## src/rtl/register_file.sv

```systemverilog
// register_file: 16x16 storage with two registered read ports
// and a handshaked debug dump walker.
module register_file #(
  parameter int WIDTH     = 16,
  parameter int ADDR_BITS = 4
) (
  input  logic                 Clock,
  input  logic                 Reset,
  input  logic                 WriteEnable,
  input  logic [ADDR_BITS-1:0] WriteAddr,
  input  logic [WIDTH-1:0]     WriteData,
  input  logic [ADDR_BITS-1:0] ReadAddrA,
  input  logic [ADDR_BITS-1:0] ReadAddrB,
  output logic [WIDTH-1:0]     ReadDataA,
  output logic [WIDTH-1:0]     ReadDataB,
  input  logic                 DumpStart,
  input  logic                 DumpReady,
  output logic                 DumpValid,
  output logic [ADDR_BITS-1:0] DumpAddr,
  output logic [WIDTH-1:0]     DumpData,
  output logic                 DumpBusy,
  output logic                 DumpDone
);

  localparam int DEPTH = 1 << ADDR_BITS;

  typedef enum logic [1:0] {
    IDLE,
    SHOW,
    DONE
  } state_t;

  state_t state, state_nxt;

  logic [WIDTH-1:0]     mem [DEPTH];
  logic [WIDTH-1:0]     rd_a;
  logic [WIDTH-1:0]     rd_b;
  logic [WIDTH-1:0]     rd_d;
  logic                 load;
  logic [ADDR_BITS-1:0] load_addr;
  logic                 last;

  assign last = (DumpAddr == ADDR_BITS'(DEPTH - 1));

  // Write-first bypass for both operand ports and the dump loader
  always_comb begin
    rd_a = mem[ReadAddrA];
    rd_b = mem[ReadAddrB];
    rd_d = mem[load_addr];
    if (WriteEnable && WriteAddr == ReadAddrA) rd_a = WriteData;
    if (WriteEnable && WriteAddr == ReadAddrB) rd_b = WriteData;
    if (WriteEnable && WriteAddr == load_addr) rd_d = WriteData;
  end

  // Storage array; every entry, including 0, is writable
  always_ff @(posedge Clock or negedge Reset) begin
    if (!Reset) begin
      for (int i = 0; i < DEPTH; i++) mem[i] <= '0;
    end else if (WriteEnable) begin
      mem[WriteAddr] <= WriteData;
    end
  end

  // Registered operand reads
  always_ff @(posedge Clock or negedge Reset) begin
    if (!Reset) begin
      ReadDataA <= '0;
      ReadDataB <= '0;
    end else begin
      ReadDataA <= rd_a;
      ReadDataB <= rd_b;
    end
  end

  // Dump FSM state register
  always_ff @(posedge Clock or negedge Reset) begin
    if (!Reset) state <= IDLE;
    else        state <= state_nxt;
  end

  // Dump FSM next state and beat-load decision
  always_comb begin
    state_nxt = state;
    load      = 1'b0;
    load_addr = DumpAddr;
    unique case (state)
      IDLE: begin
        if (DumpStart) begin
          state_nxt = SHOW;
          load      = 1'b1;
          load_addr = '0;
        end
      end
      SHOW: begin
        if (DumpReady) begin
          if (last) begin
            state_nxt = DONE;
          end else begin
            load      = 1'b1;
            load_addr = DumpAddr + ADDR_BITS'(1);
          end
        end
      end
      DONE: state_nxt = IDLE;
      default: state_nxt = IDLE;
    endcase
  end

  // Beat register; held while stalled and after the last beat
  always_ff @(posedge Clock or negedge Reset) begin
    if (!Reset) begin
      DumpAddr <= '0;
      DumpData <= '0;
    end else if (load) begin
      DumpAddr <= load_addr;
      DumpData <= rd_d;
    end
  end

  assign DumpValid = (state == SHOW);
  assign DumpBusy  = (state == SHOW);
  assign DumpDone  = (state == DONE);

endmodule

```

## config.mk

```make
export PLATFORM = sky130hd
export DESIGN_NAME = register_file
export DESIGN_NICKNAME = d
export VERILOG_FILES = /design/src/rtl/register_file.sv
export SDC_FILE = /design/constraint.sdc
export NUM_CORES = 1
export LEC_CHECK = 0
export BUFFER_PORTS_ARGS = -buffer_cell sky130_fd_sc_hd__clkbuf_2
export CORE_MARGIN = 2
export CORE_UTILIZATION = 45
export DETAILED_ROUTE_END_ITERATION = 6
export GPL_ROUTABILITY_DRIVEN = 0
export GPL_TIMING_DRIVEN = 0
export PLACE_DENSITY = 0.63
export RECOVER_POWER = 50
export SLEW_MARGIN = 0
export SYNTH_ARGS = -nofsm -noshare
export SYNTH_HDL_FRONTEND = slang
export SYNTH_SLANG_ARGS = --single-unit
```

## constraint.sdc

```tcl
create_clock -name Clock -period 2.7 [get_ports Clock]
set_clock_uncertainty 0.2 [all_clocks]
set_input_delay 0.135 -clock Clock [delete_from_list [all_inputs] [get_ports Clock]]
set_output_delay 0.135 -clock Clock [all_outputs]
set_load 0.01 [all_outputs]
```

After elaboration in Yosys (flattened, before gate mapping)
Index checks and enable logic that the tools add are counted.
{ "word_totals": {"ff_bits": 310, "out_inout_bits": 55, "word_cells": 73, "inputBits": 33} }
{ "classes": {"mux": 27, "n_lt_le_gt_ge": 5, "n_reduce_logical": 6, "n_eq_ne": 9, "bitwise_logic": 4, "add_sub_neg": 1} }
{ "op_table": {"columns": ["op", "count"], "rows": [
  ["$bwmux W256", 1],
  ["$bmux W16 S4", 3],
  ["$mux W16", 10],
  ["$demux W16 S4", 1],
  ["$ge A5 B5 Y1 const B", 4],
  ["$not A4 Y5", 4],
  ["$eq A4 B4 Y1", 3],
  ["$mux W4", 3],
  ["$pmux W4 S2", 1],
  ["$mux W2", 3],
  ["$lt A5 B1 Y1 const B", 1],
  ["$add A4 B1 Y4 const B", 1],
  ["$eq A4 B4 Y1 const B", 1],
  ["$logic_and A1 B1 Y1", 4],
  ["$ne A2 B2 Y1 const B", 2],
  ["$pmux W2 S2", 1],
  ["$mux W1", 3],
  ["$reduce_and A3 Y1", 1],
  ["$eq A2 B1 Y1 const B", 1],
  ["$eq A2 B2 Y1 const B", 1],
  ["$logic_not A2 Y1", 1],
  ["$ne A2 B1 Y1 const B", 1],
  ["$pmux W1 S2", 1]
]} }

Logic depth before layout (Yosys ltp)
{ "logic_depth": {"word_depth": 9, "depth_mapped": 12, "mapped_depth_nobuf": 9} }

Worst setup path after synthesis
Ideal clock, no wire load.
{ "synth_timing": {"path_kind": "reg2reg", "startpoint": "reg DumpAddr[1]", "endpoint": "reg DumpData[10]", "path_buffers": 1, "slack_ns": -0.161, "arrival_time_ns": 2.523, "stages_incl_launch_ff": 10, "t_required_ns": 2.363, "synth_period_minus_slack_ns": 2.861, "setup_ns": 0.137, "cell_sequence": "dfrtp_1 ha_1 nand3_2 a32o_1 or3_1 a2111oi_2 nand3_1 buf_2 o22ai_1 nor3_1"} }
{ "synth_between": {"elab_chain_cells": 9, "elab_cells_between_ends": 16, "cone_classes": "add/sub: 1; eq/ne: 2; mux: 11; bitwise: 1; reduce/logical: 1"} }
{ "synth_rtl": {"columns": ["element", "line", "source"], "rows": [
  ["start, declared", "19", "output logic [ADDR_BITS-1:0] DumpAddr,"],
  ["start signal, assigned", "115", "DumpAddr <= load_addr;"],
  ["$add A4 B1 Y4 / $eq A4 B4 Y1 (equally long branches)", "100, 43", null],
  ["$mux W4", "96", "if (last) begin"],
  ["$mux W4", "95", "if (DumpReady) begin"],
  ["$pmux W4 S2", "86", "unique case (state)"],
  ["$not A4 Y5 (not written as such)", "49", "rd_d = mem[load_addr];"],
  ["$bmux W16 S4", "49", null],
  ["$mux W16 (not written as such) (2 in a row)", "49", null],
  ["$mux W16", "52", "if (WriteEnable && WriteAddr == load_addr) rd_d = WriteData;"],
  ["end signal, assigned", "116", "DumpData <= rd_d;"],
  ["end, declared", "20", "output logic [WIDTH-1:0] DumpData,"]
]} }
Several ways; a longest one is shown, not always the timed one. The select of a mux whose other input is x is not followed.
A chain may end at the register's enable or synchronous reset.

Worst setup path in the final report
{ "layout_timing": {"startpoint": "reg state[1]", "endpoint": "reg DumpData[10]"} }
{ "layout_between": {"elab_chain_cells": 7, "elab_cells_between_ends": 11, "cone_classes": "eq/ne: 2; mux: 6; bitwise: 1; reduce/logical: 2"} }
{ "layout_rtl": {"columns": ["element", "line", "source"], "rows": [
  ["start, declared", "33", "state_t state, state_nxt;"],
  ["start signal, assigned", "78", "else state <= state_nxt;"],
  ["$eq A2 B1 Y1 / $logic_not A2 Y1 (equally long branches)", "86", null],
  ["$pmux W4 S2", "86", null],
  ["$not A4 Y5 (not written as such)", "49", null],
  ["$bmux W16 S4", "49", null],
  ["$mux W16 (not written as such) (2 in a row)", "49", null],
  ["$mux W16", "52", null]
]} }
Several ways; a longest one is shown, not always the timed one. The select of a mux whose other input is x is not followed.

==> flow_metrics.env <==
export IMPL_outcome="finished with violations"
export IMPL_violations="capacitance limit, slew limit, setup timing"
export IMPL_dp_hpwl_mm=43.26
export IMPL_numCtsBuffers=35
export IMPL_p_switching_w=0.01007
export IMPL_synth_fp_nets=1369
export IMPL_path_clk_slew_ns=0.06
export IMPL_cp_max_fo=6
export IMPL_hold_violations=0
export IMPL_path_buf_inv=3
export IMPL_avgSynthCellArea_sq_um=13.56
export IMPL_rsz0062_at_grt="yes"
export IMPL_grt_pass1_wl_mm=95.38
export IMPL_place_inst=1925
export IMPL_fin_area_sq_um=22750
export IMPL_vias=14260
export IMPL_setup_tns_ns=-2.292
export IMPL_top_level_ports=88
export IMPL_globalRouteMet1Util=0.4272
export IMPL_rows=73
export IMPL_clk_insertion_delay_late_ns=0.53
export IMPL_worst_slew_pin_slew_ns=1.532
export IMPL_synth_area_sq_um=18100
export IMPL_grt_max_degree=111
export IMPL_pwr_share_seq=0.282
export IMPL_drt_pass1_iter_count=7
export IMPL_drive_gt1_frac=0.4932
export IMPL_power_frac_comb=0.511
export IMPL_cellLeakagePower_nw=8.780
export IMPL_die_area_sq_um=41840
export IMPL_top_usage_layer="met2"
export IMPL_path_delay_family="simple AND/OR/NAND/NOR gates"
export IMPL_ant_nets=0
export IMPL_slew_violations=31
export IMPL_r2r_end="DumpData[10]"
export IMPL_arrival_ns=3.12
export IMPL_yosysSeqAreaShare=0.4286
export IMPL_antenna_found_initial=5
export IMPL_synth_ff_type="dfrtp_1"
export IMPL_yosysWarnings=0
export IMPL_grt_ovfl_total=0
export IMPL_syn_to_final_growth_pct=25.69
export IMPL_fin_util=0.5726
export IMPL_p_per_area_nw_per_um2=1100
export IMPL_reg2reg_slack_ns=-0.19
export IMPL_maxCapViolations=1
export IMPL_nets=1562
export IMPL_clockPowerShare=0.206
export IMPL_synth_seq_cells=310
export IMPL_critPathCaptureType="flip-flop"
export IMPL_p_int_w=0.01495
export IMPL_grt_pass1_vias=14080
export IMPL_fmax_ghz=0.3455
export IMPL_core_area_sq_um=39730
export IMPL_die_h_um=204.6
export IMPL_fin_ws_ns=-0.1940
export IMPL_fin_crit_sh=1.072
export IMPL_layoutNonFillerInstCount=2078
export IMPL_placed_cell_area_sq_um=19180
export IMPL_max_vdd_ir_drop_uv=480.7
export IMPL_htree_num_levels=2
export IMPL_cpPeakStageDelay_ns=0.40
export IMPL_drc_errors=0
export IMPL_cts_tree="built"
export IMPL_worst_r2r_cell_count=10
export IMPL_die_w_um=204.6
export IMPL_swShare=0.4025
export IMPL_period_minus_slack_ns=2.894
export IMPL_cts_num_sinks=310
export IMPL_path_class="flip-flop to flip-flop"
export IMPL_hold_path_end="ReadDataB[1]"
export IMPL_clock_path_buffers=3
export IMPL_required_ns=2.93
export IMPL_grt_use_met2=0.4712
export IMPL_min_path_type="input port to flip-flop"
export IMPL_slowest_stage="dfrtp_1"
export IMPL_io_buffers=62
export IMPL_hp_start="WriteEnable"
export IMPL_clockRootBuffer="clkbuf_16"
export IMPL_track_usage=0.3173
export IMPL_hold_depth=4
export IMPL_synthArstFlopShare=1.000
export IMPL_drt_iter0_markers=1695
export IMPL_wirelength_mm=66.71
export IMPL_wl_per_cell_um=32.10
export IMPL_start_util=0.4556
export IMPL_grtUsageMet3=0.09418
export IMPL_finalSetupViolations=16
export IMPL_layout_commonest_cell="dfrtp_1"
export IMPL_start_kind="flip-flop"
export IMPL_post_drt_via_cell_ratio=6.860
export IMPL_reg2reg_from="state[1]"
export IMPL_final_fill_count=3084
export IMPL_syn_inst=1335
export IMPL_synth_edf_count=0
export IMPL_crit_chain="buf_6 -> o21bai_4 -> a32o_2 -> or3_4 -> a2111oi_4 -> and2_4 -> buf_12 -> clkbuf_16 -> a2111oi_1 -> nor3_1"
export IMPL_synth_cell_type_count=54
export IMPL_relSlewSlack=-0.02156
export IMPL_final_cell_mix="dfrtp_1, mux2_2, mux4_2"
[cells in the mapped netlist (7+ instances only)]
library cell	n	area, sq um
a32oi_1	64	560.5
mux4_2	160	3603
nor3_1	18	90.09
o22ai_1	16	100.1
nand2_1	138	518.0
clkbuf_1	72	270.3
dfrtp_1	310	7757
nor2_1	19	71.32
buf_2	22	110.1
buf_1	36	135.1
a2111oi_0	32	280.3
buf_4	10	75.07
mux2i_1	64	640.6
mux2_2	288	3243
nor2b_1	7	43.79
[flip-flops by register name, indices dropped and copies added, names as in the netlist]
register,count
mem,256
DumpData,16
ReadDataA,16
ReadDataB,16
DumpAddr,4
state,2
[per-stage QoR]
stage	hold slack (ns)	total power, W	setup slack [ns]
after floorplan	-0.3606	0.01220	0.003038
after global placement	0.3248	0.01529	-6.000
after detailed placement	-0.1550	0.01548	-1.367
after CTS	0.05155	0.02315	-0.1659
after global routing	0.09207	0.02573	-0.2652
final	0.07148	0.02502	-0.1940
[tightest hold or removal path: stages]
cell and delay [ns]:
clkbuf_2 0.16, nand2_1 0.14, nor4_4 0.10, mux2_2 0.23
[power groups by stage]
stage / clock, W / sequential [W] / combinational [W]
after floorplan: 0 / 0.00684 / 0.00536
after global placement: 0 / 0.00697 / 0.00832
after detailed placement: 0 / 0.00705 / 0.00844
after CTS: 0.00518 / 0.00697 / 0.0110
after global routing: 0.00541 / 0.00719 / 0.0131
final: 0.00516 / 0.00706 / 0.0128
[what timing repair did]
action	4_1_cts	5_1_grt
setup buffers	39	24
hold endpoints to repair	276	0
setup endpoints to repair	58	74
gates cloned	2	6
gates resized for setup	223	98
pin swaps	45	28
hold buffers	22	0
[logic make-up after synthesis]
group                      count (synthesis)  synth area share
muxes                                    513            0.4143
adders and majority gates                  1         0.0006911
AOI/OAI and AO/OA                        137           0.06366
and+or+nand+nor                          217           0.05447
DFF                                      310            0.4286
xor gates and xnor gates                   8          0.003871
buffers and inverters                    149           0.03449
[per-layer routing]
layer / up-vias / part of all wire
met5: - / 0.00019
li1: 5599 / -
met4: 2 / 0.052
met1: 7439 / 0.38
met3: 217 / 0.12
met2: 999 / 0.45
[how the worst max path moves through the flow]
| stage | startpoint | endpoint | depth (start not counted) |
|---|---|---|---|
| floorplan | DumpAddr[1] | DumpData[10] | 9 |
| global placement | Reset | DumpAddr[0] | 1 |
| detailed placement | DumpAddr[1] | DumpData[15] | 10 |
| CTS | DumpAddr[0] | DumpData[2] | 9 |
| global route | DumpAddr[1] | DumpData[12] | 12 |
| finish | state[1] | DumpData[10] | 10 |
[cell type report]
| cell class | instances | area, sq um | area share |
|---|---|---|---|
| Inverter | 9 | 47.55 | 0.002090 |
| Antenna cell | 2 | 5.005 | 0.0002200 |
| Buffer | 139 | 937.1 | 0.04119 |
| Tap cell | 525 | 656.9 | 0.02887 |
| Clock buffer | 46 | 987.2 | 0.04339 |
| Clock inverter | 14 | 230.2 | 0.01012 |
| Multi-Input combinational cell | 876 | 10830 | 0.4759 |
| Sequential cell | 310 | 7762 | 0.3412 |
| Timing Repair Buffer | 157 | 1297 | 0.05703 |
Power figures use the tool's default switching activity.
